[config.mk]
export PLATFORM = sky130hd
export DESIGN_NAME = mfcc_seq_ctrl
export DESIGN_NICKNAME = d
export VERILOG_FILES = /design/src/rtl/mfcc_pkg.sv /design/src/rtl/mfcc_stage_wdog.sv /design/src/rtl/mfcc_seq_ctrl.sv
export SDC_FILE = /design/constraint.sdc
export NUM_CORES = 1
export LEC_CHECK = 0
export ABC_AREA = 0
export CELL_PAD_IN_SITES_DETAIL_PLACEMENT = 0
export CELL_PAD_IN_SITES_GLOBAL_PLACEMENT = 1
export CORE_MARGIN = 2
export CORE_UTILIZATION = 40
export DETAILED_ROUTE_END_ITERATION = 10
export GPL_TIMING_DRIVEN = 0
export PLACE_DENSITY_LB_ADDON = 0.1
export SLEW_MARGIN = 5
export SYNTH_ARGS = -nofsm -noshare
export SYNTH_HDL_FRONTEND = slang
export SYNTH_SLANG_ARGS = --single-unit
[constraint.sdc]
create_clock -name hclk -period 5.1 [get_ports hclk]
set_clock_uncertainty 0.15 [all_clocks]
set_input_delay 1.02 -clock hclk [delete_from_list [all_inputs] [get_ports hclk]]
set_output_delay 1.02 -clock hclk [all_outputs]
set_load 0.02 [all_outputs]
[src/rtl/mfcc_pkg.sv]
// mfcc_pkg: shared state encoding and default watchdog limit for the MFCC sequencer
package mfcc_pkg;
  typedef enum logic [2:0] {
    IDLE = 3'd0,
    LOAD = 3'd1,
    FRM  = 3'd2,
    FFT  = 3'd3,
    MEL  = 3'd4,
    DCT  = 3'd5,
    DONE = 3'd6
  } state_t;
  localparam logic [19:0] DEF_TIMEOUT = 20'hF_FFFF;
endpackage

[src/rtl/mfcc_stage_wdog.sv]
// mfcc_stage_wdog: per-stage wait counter, cleared by each start pulse, flags expiry
module mfcc_stage_wdog import mfcc_pkg::*; #(
  parameter int TO_W = 20,
  parameter logic [TO_W-1:0] TIMEOUT = TO_W'(DEF_TIMEOUT)
) (
  input  logic hclk,
  input  logic hresetn,
  input  logic start,
  input  logic wait_en,
  output logic expired
);
  logic [TO_W-1:0] cnt_q, cnt_d;
  // count waiting cycles since the last start pulse
  always_comb cnt_d = start ? '0 : wait_en ? cnt_q + TO_W'(1) : cnt_q;
  // counter register
  always_ff @(posedge hclk or negedge hresetn)
    if (!hresetn) cnt_q <= '0;
    else cnt_q <= cnt_d;
  // the TIMEOUT-th waiting cycle is the last one allowed
  assign expired = wait_en & (cnt_q == TIMEOUT - TO_W'(1));
endmodule

[src/rtl/mfcc_seq_ctrl.sv]
// mfcc_seq_ctrl: frame sequencer driving framing, FFT passes, mel and DCT stages
module mfcc_seq_ctrl import mfcc_pkg::*; #(
  parameter int CNT_W = 16,
  parameter int FFT_W = 8,
  parameter int TO_W = 20,
  parameter logic [TO_W-1:0] TIMEOUT = TO_W'(DEF_TIMEOUT)
) (
  input  logic             hclk,
  input  logic             hresetn,
  input  logic             trigger,
  input  logic [31:0]      frame_num,
  input  logic [31:0]      fft_num,
  output logic             frm_start,
  input  logic             frm_done,
  output logic             fft_start,
  input  logic             fft_done,
  output logic             mel_start,
  input  logic             mel_done,
  output logic             dct_start,
  input  logic             dct_done,
  output logic [CNT_W-1:0] frame_idx,
  output logic [FFT_W-1:0] fft_idx,
  output logic             busy,
  output logic             done,
  output logic             timeout_err,
  output logic [2:0]       state
);
  state_t state_q, state_d;
  logic trig_q;
  logic [CNT_W-1:0] frame_cnt_q, frame_cnt_d, frame_idx_q, frame_idx_d;
  logic [FFT_W-1:0] fft_max_q, fft_max_d, fft_idx_q, fft_idx_d;
  logic frm_start_q, frm_start_d, fft_start_q, fft_start_d;
  logic mel_start_q, mel_start_d, dct_start_q, dct_start_d;
  logic busy_q, busy_d, done_q, done_d, timeout_err_q, timeout_err_d;
  logic rise, stage_start, waiting, stage_done, accept, expired, abort, tmo;
  logic unused_hi;
  assign unused_hi = ^{frame_num[31:CNT_W], fft_num[31:FFT_W]};
  assign rise = trigger & ~trig_q;
  assign stage_start = frm_start_q | fft_start_q | mel_start_q | dct_start_q;
  assign waiting = (state_q inside {FRM, FFT, MEL, DCT}) & ~stage_start;
  assign stage_done = (state_q == FRM & frm_done) | (state_q == FFT & fft_done) |
                      (state_q == MEL & mel_done) | (state_q == DCT & dct_done);
  assign accept = waiting & stage_done;
  assign abort = (state_q != IDLE) & ~trigger;
  assign tmo = expired & ~accept & ~abort;
  mfcc_stage_wdog #(.TO_W(TO_W), .TIMEOUT(TIMEOUT)) u_wdog (
    .hclk    (hclk),
    .hresetn (hresetn),
    .start   (stage_start),
    .wait_en (waiting),
    .expired (expired)
  );
  // next state, stage start pulses, counters and status
  always_comb begin
    state_d = state_q;
    frame_cnt_d = frame_cnt_q;
    fft_max_d = fft_max_q;
    frame_idx_d = frame_idx_q;
    fft_idx_d = fft_idx_q;
    frm_start_d = 1'b0;
    fft_start_d = 1'b0;
    mel_start_d = 1'b0;
    dct_start_d = 1'b0;
    done_d = 1'b0;
    timeout_err_d = timeout_err_q;
    case (state_q)
      IDLE: if (rise) begin
        state_d = LOAD;
        timeout_err_d = 1'b0;
      end
      LOAD: begin
        frame_cnt_d = frame_num[CNT_W-1:0];
        fft_max_d = (fft_num[FFT_W-1:0] == '0) ? '0 : fft_num[FFT_W-1:0] - FFT_W'(1);
        frame_idx_d = '0;
        fft_idx_d = '0;
        state_d = (frame_num[CNT_W-1:0] == '0) ? DONE : FRM;
        done_d = frame_num[CNT_W-1:0] == '0;
        frm_start_d = frame_num[CNT_W-1:0] != '0;
      end
      FRM: if (accept) begin
        state_d = FFT;
        fft_start_d = 1'b1;
      end
      FFT: if (accept) begin
        if (fft_idx_q == fft_max_q) begin
          fft_idx_d = '0;
          state_d = MEL;
          mel_start_d = 1'b1;
        end else begin
          fft_idx_d = fft_idx_q + FFT_W'(1);
          fft_start_d = 1'b1;
        end
      end
      MEL: if (accept) begin
        state_d = DCT;
        dct_start_d = 1'b1;
      end
      DCT: if (accept) begin
        if (frame_idx_q == frame_cnt_q - CNT_W'(1)) begin
          state_d = DONE;
          done_d = 1'b1;
        end else begin
          frame_idx_d = frame_idx_q + CNT_W'(1);
          state_d = FRM;
          frm_start_d = 1'b1;
        end
      end
      DONE: begin
        state_d = IDLE;
        frame_idx_d = '0;
        fft_idx_d = '0;
      end
      default: state_d = IDLE;
    endcase
    if (abort | tmo) begin
      state_d = IDLE;
      frm_start_d = 1'b0;
      fft_start_d = 1'b0;
      mel_start_d = 1'b0;
      dct_start_d = 1'b0;
      done_d = 1'b0;
      frame_idx_d = '0;
      fft_idx_d = '0;
    end
    if (tmo) timeout_err_d = 1'b1;
    busy_d = state_d inside {LOAD, FRM, FFT, MEL, DCT};
  end
  // state and output registers
  always_ff @(posedge hclk or negedge hresetn)
    if (!hresetn) begin
      state_q <= IDLE;
      trig_q <= 1'b0;
      frame_cnt_q <= '0;
      fft_max_q <= '0;
      frame_idx_q <= '0;
      fft_idx_q <= '0;
      frm_start_q <= 1'b0;
      fft_start_q <= 1'b0;
      mel_start_q <= 1'b0;
      dct_start_q <= 1'b0;
      busy_q <= 1'b0;
      done_q <= 1'b0;
      timeout_err_q <= 1'b0;
    end else begin
      state_q <= state_d;
      trig_q <= trigger;
      frame_cnt_q <= frame_cnt_d;
      fft_max_q <= fft_max_d;
      frame_idx_q <= frame_idx_d;
      fft_idx_q <= fft_idx_d;
      frm_start_q <= frm_start_d;
      fft_start_q <= fft_start_d;
      mel_start_q <= mel_start_d;
      dct_start_q <= dct_start_d;
      busy_q <= busy_d;
      done_q <= done_d;
      timeout_err_q <= timeout_err_d;
    end
  assign frm_start = frm_start_q;
  assign fft_start = fft_start_q;
  assign mel_start = mel_start_q;
  assign dct_start = dct_start_q;
  assign frame_idx = frame_idx_q;
  assign fft_idx = fft_idx_q;
  assign busy = busy_q;
  assign done = done_q;
  assign timeout_err = timeout_err_q;
  assign state = state_q;
endmodule

==> results.md <==
- Mean post-synth cell area: 8.77 sq um
- Post-CTS sizing: 0
- Power per cell area: 454 nW/um^2
- Hold path endpoint: fft_max_q[3]
- Net switching power figure: 956 uW
- Synth unique cells: 59
- Flops & latches, synth: 79
- Worst Max-Slew Pin Slew: 1.15 ns
- Clock Pin Slew Worst Setup and Hold Paths: 0.06 ns
- Slowest cell on crit path: nor3_1
- Fraction of registers with async set/reset: 100%
- Net Count, Synth: 593
- Storage cell area: 1980 sq um
- Final #Nets: 669
- Initial antenna violation count: 0
- Final WS setup: 1.35 ns
- Total gr overflow: 0
- CTS HTree Levels: 3
- Unrepaired setup endpoints after global routing: false
- Gp weighted congestion: 0.881
- Setup bufs post-CTS: 0
- Residual DRC: 0
- CTS Root Cell: clkbuf_16
- Cell Int Power: 1630 uW
- Most frequent cells in the layout: dfrtp_1, nand2_1, clkdlybuf4s50_1
- Status: finished clean
- Startpoint types: primary input
- Top delay family on crit path: simple AND/OR/NAND/NOR gates
- Comb pwr share: 36.0%
- Detailed Place HPWL: 8.36 mm
- Gate Count Post-Synth: 516
- Fin. max-slew vios: 0
- Hold path start: fft_max_q[3]
- Final Hold Vio Count: 0
- Number of flops mapped to enable cells by yosys: 0
- Initial DRC Count: 193
- Lkg Pwr: 0.00235 uW
- Initial Util: 41.4%
- Period utilization: 73.6%
- Reg power frac: 35.8%
- Type of the tightest min-delay check: reg2reg
- Vias in the first global route: 3890
- WL per Instance: 15.7 microns
- Post-synthesis sequential area ratio: 43.7%
- Ports: 105
- Clock network fraction of total power: 28.2%
- R2r startpoint: state[1]
- Share of post-route cells with drive strength above 1: 5.03%
- Reg2reg end: fft_idx[4]
- CP Capture Type: flip-flop
- Tot Pwr: 2590 uW
- Primary FF master, synth: dfrtp_1
- Clk_lat worst skew: 0.34 ns
- Crit Path Class: in2reg
- Mapped Area: 4530 sq um
- Crit path largest cell delay: 0.95 ns
- WHS Path Cells: 2
- Post-route ant nets: 0
- Rows: 38
- Minimum clock period: 3.75 ns
- CTS max path bufs: 2
- Die Height: 110 microns
- Cells on worst reg2reg path: 11
- Number of max-cap violations: 0
- Critical path, cell by cell: clkdlybuf4s50_1 > mux2i_1 > o22ai_1 > nand2_1 > nor3_1 > nand2_4 > or4_1 > a21oi_1
- Drt pass-1 iters: 7
- Commonest non-fill, non-tap cell in the layout: dfrtp_1
- Max Freq: 0.266 GHz
- Endpoints failing setup: 0
- Post-detailed-routing wire length: 11.5 mm
- Pin count of the biggest net entering global routing: 59
- PortBufs: 64
- Critical path arrival: 3.86 ns
- FILL cells: 1030
- Via count: 3978
- Multi-input logic area: 2390 sq um
- Die ar.: 12200 sq um
- Peak VDD IR: 230 uV
- Diode count: 0
- Pre-CTS setup slack: 1.03 ns
- Drt via density: 5.40
- CP Max Fanout: 9
- CP required: 5.21 ns
- CTS sink count: 79
- Yosys warnings: 0
- Total GRT Usage: 20.8%
- Reg-to-reg slack, setup: 1.60 ns
- Die Wd: 110 microns
- Area delta synth->final: 25.8%
- CP bufs+invs: 1
- Max-slew headroom: 22.5%
- Switching Share: 37.0%
- TritonCTS clock tree: built
- CTS Hold Buffers Added: 0
- Core box area: 10900 sq um
- Total CTS buffers: 9
- First-pass GRT wire length: 19.6 mm
## cells in the mapped netlist (8+ instances only)
library cell / count / area (sq um)
o21ai_0: 35 / 175
xnor2_1: 25 / 219
nor4_1: 13 / 81.3
a21oi_1: 17 / 85.1
inv_1: 15 / 56.3
nor2_1: 54 / 203
dfrtp_1: 79 / 1980
or4_1: 8 / 60.1
nand4_1: 15 / 93.8
or3_1: 11 / 68.8
and3_1: 10 / 62.6
nor3_1: 10 / 50.1
nand2_1: 72 / 270
nand3_1: 23 / 115
nor2b_1: 8 / 50.1
clkbuf_1: 16 / 60.1
xor2_1: 29 / 254
## logic make-up (layout without fill, tap and decap cells)
logic type	Yosys count	after routing	synth area share, %
compound gates	87	87	12.1
xor+xnor	54	54	10.5
fa+ha+maj	6	6	1.66
buf+inv	36	116	3.46
flops	79	79	43.7
mux	3	3	0.664
simple gates	251	251	28.0
## power groups by stage
stage	Clock [uW]	Combinational (uW)	Sequential (uW)
global route	773	1060	948
finish	729	931	926
detailed placement	0	927	935
CTS	740	937	926
global placement	0	908	934
floorplan	0	637	923
## per-layer routing
| metal | routed length, microns | part of all wire, % | global-route usage (%) |
|---|---|---|---|
| met2 | 5360 | 46 | 32.3 |
| met5 | 0 | 0 | 0 |
| met1 | 5590 | 48 | 29.6 |
| met4 | 148 | 1.3 | 8.04 |
| met3 | 439 | 3.8 | 2.88 |
## area by class of cell
class	instances	area share [%]
plain buffers	21	1.76
clock buffers	11	4.09
clock inverters	4	1.67
inverters	15	0.989
multi-input cells	401	42.0
flip-flops and latches	79	34.7
well taps	140	3.08
repair buffers	65	11.7
## stage by stage
stage / hold slack, ns / utilization [%] / area [sq um] / TNS (ns) / std cells
final: 0.362 / 52.1 / 5690 / 0 / 736
after global routing: 0.385 / 52.1 / 5690 / 0 / 736
after CTS: 0.361 / 52.1 / 5690 / 0 / 736
after detailed placement: 0.346 / 49.1 / 5370 / 0 / 721
after global placement: 0.334 / 48.8 / 5340 / -5.00 / 720
after floorplan: 0.315 / - / 4530 / 0 / 516
## how the worst max path moves through the flow
stage,startpoint,end,slack [ns],cells after the start
3_3_place_gp,hresetn,fft_max_q[1],-0.07,1
2_1_floorplan,dct_done,fft_idx[4],1.98,10
5_1_grt,mel_done,frame_idx[14],1.02,8
3_5_place_dp,dct_done,frame_idx[14],1.03,8
6_report,dct_done,frame_idx[12],1.35,8
4_1_cts,dct_done,frame_idx[12],1.35,8
## worst min-delay path: cells and delay by family (launching register included)
kind	cells	cell delay (ns)
and+or+nand+nor	1	0.05
AOI/OAI and AO/OA	1	0.06
DFF	1	0.36
## flip-flops by register name, summed over array words and instances (netlist names)
name          flops
frm_start         1
fft_max_q         8
u_wdog.cnt_q     20
done              1
mel_start         1
state             3
frame_idx        16
timeout_err       1
trig_q            1
dct_start         1
fft_idx           8
frame_cnt_q      16
fft_start         1
busy              1
Power figures use the tool's default switching activity.
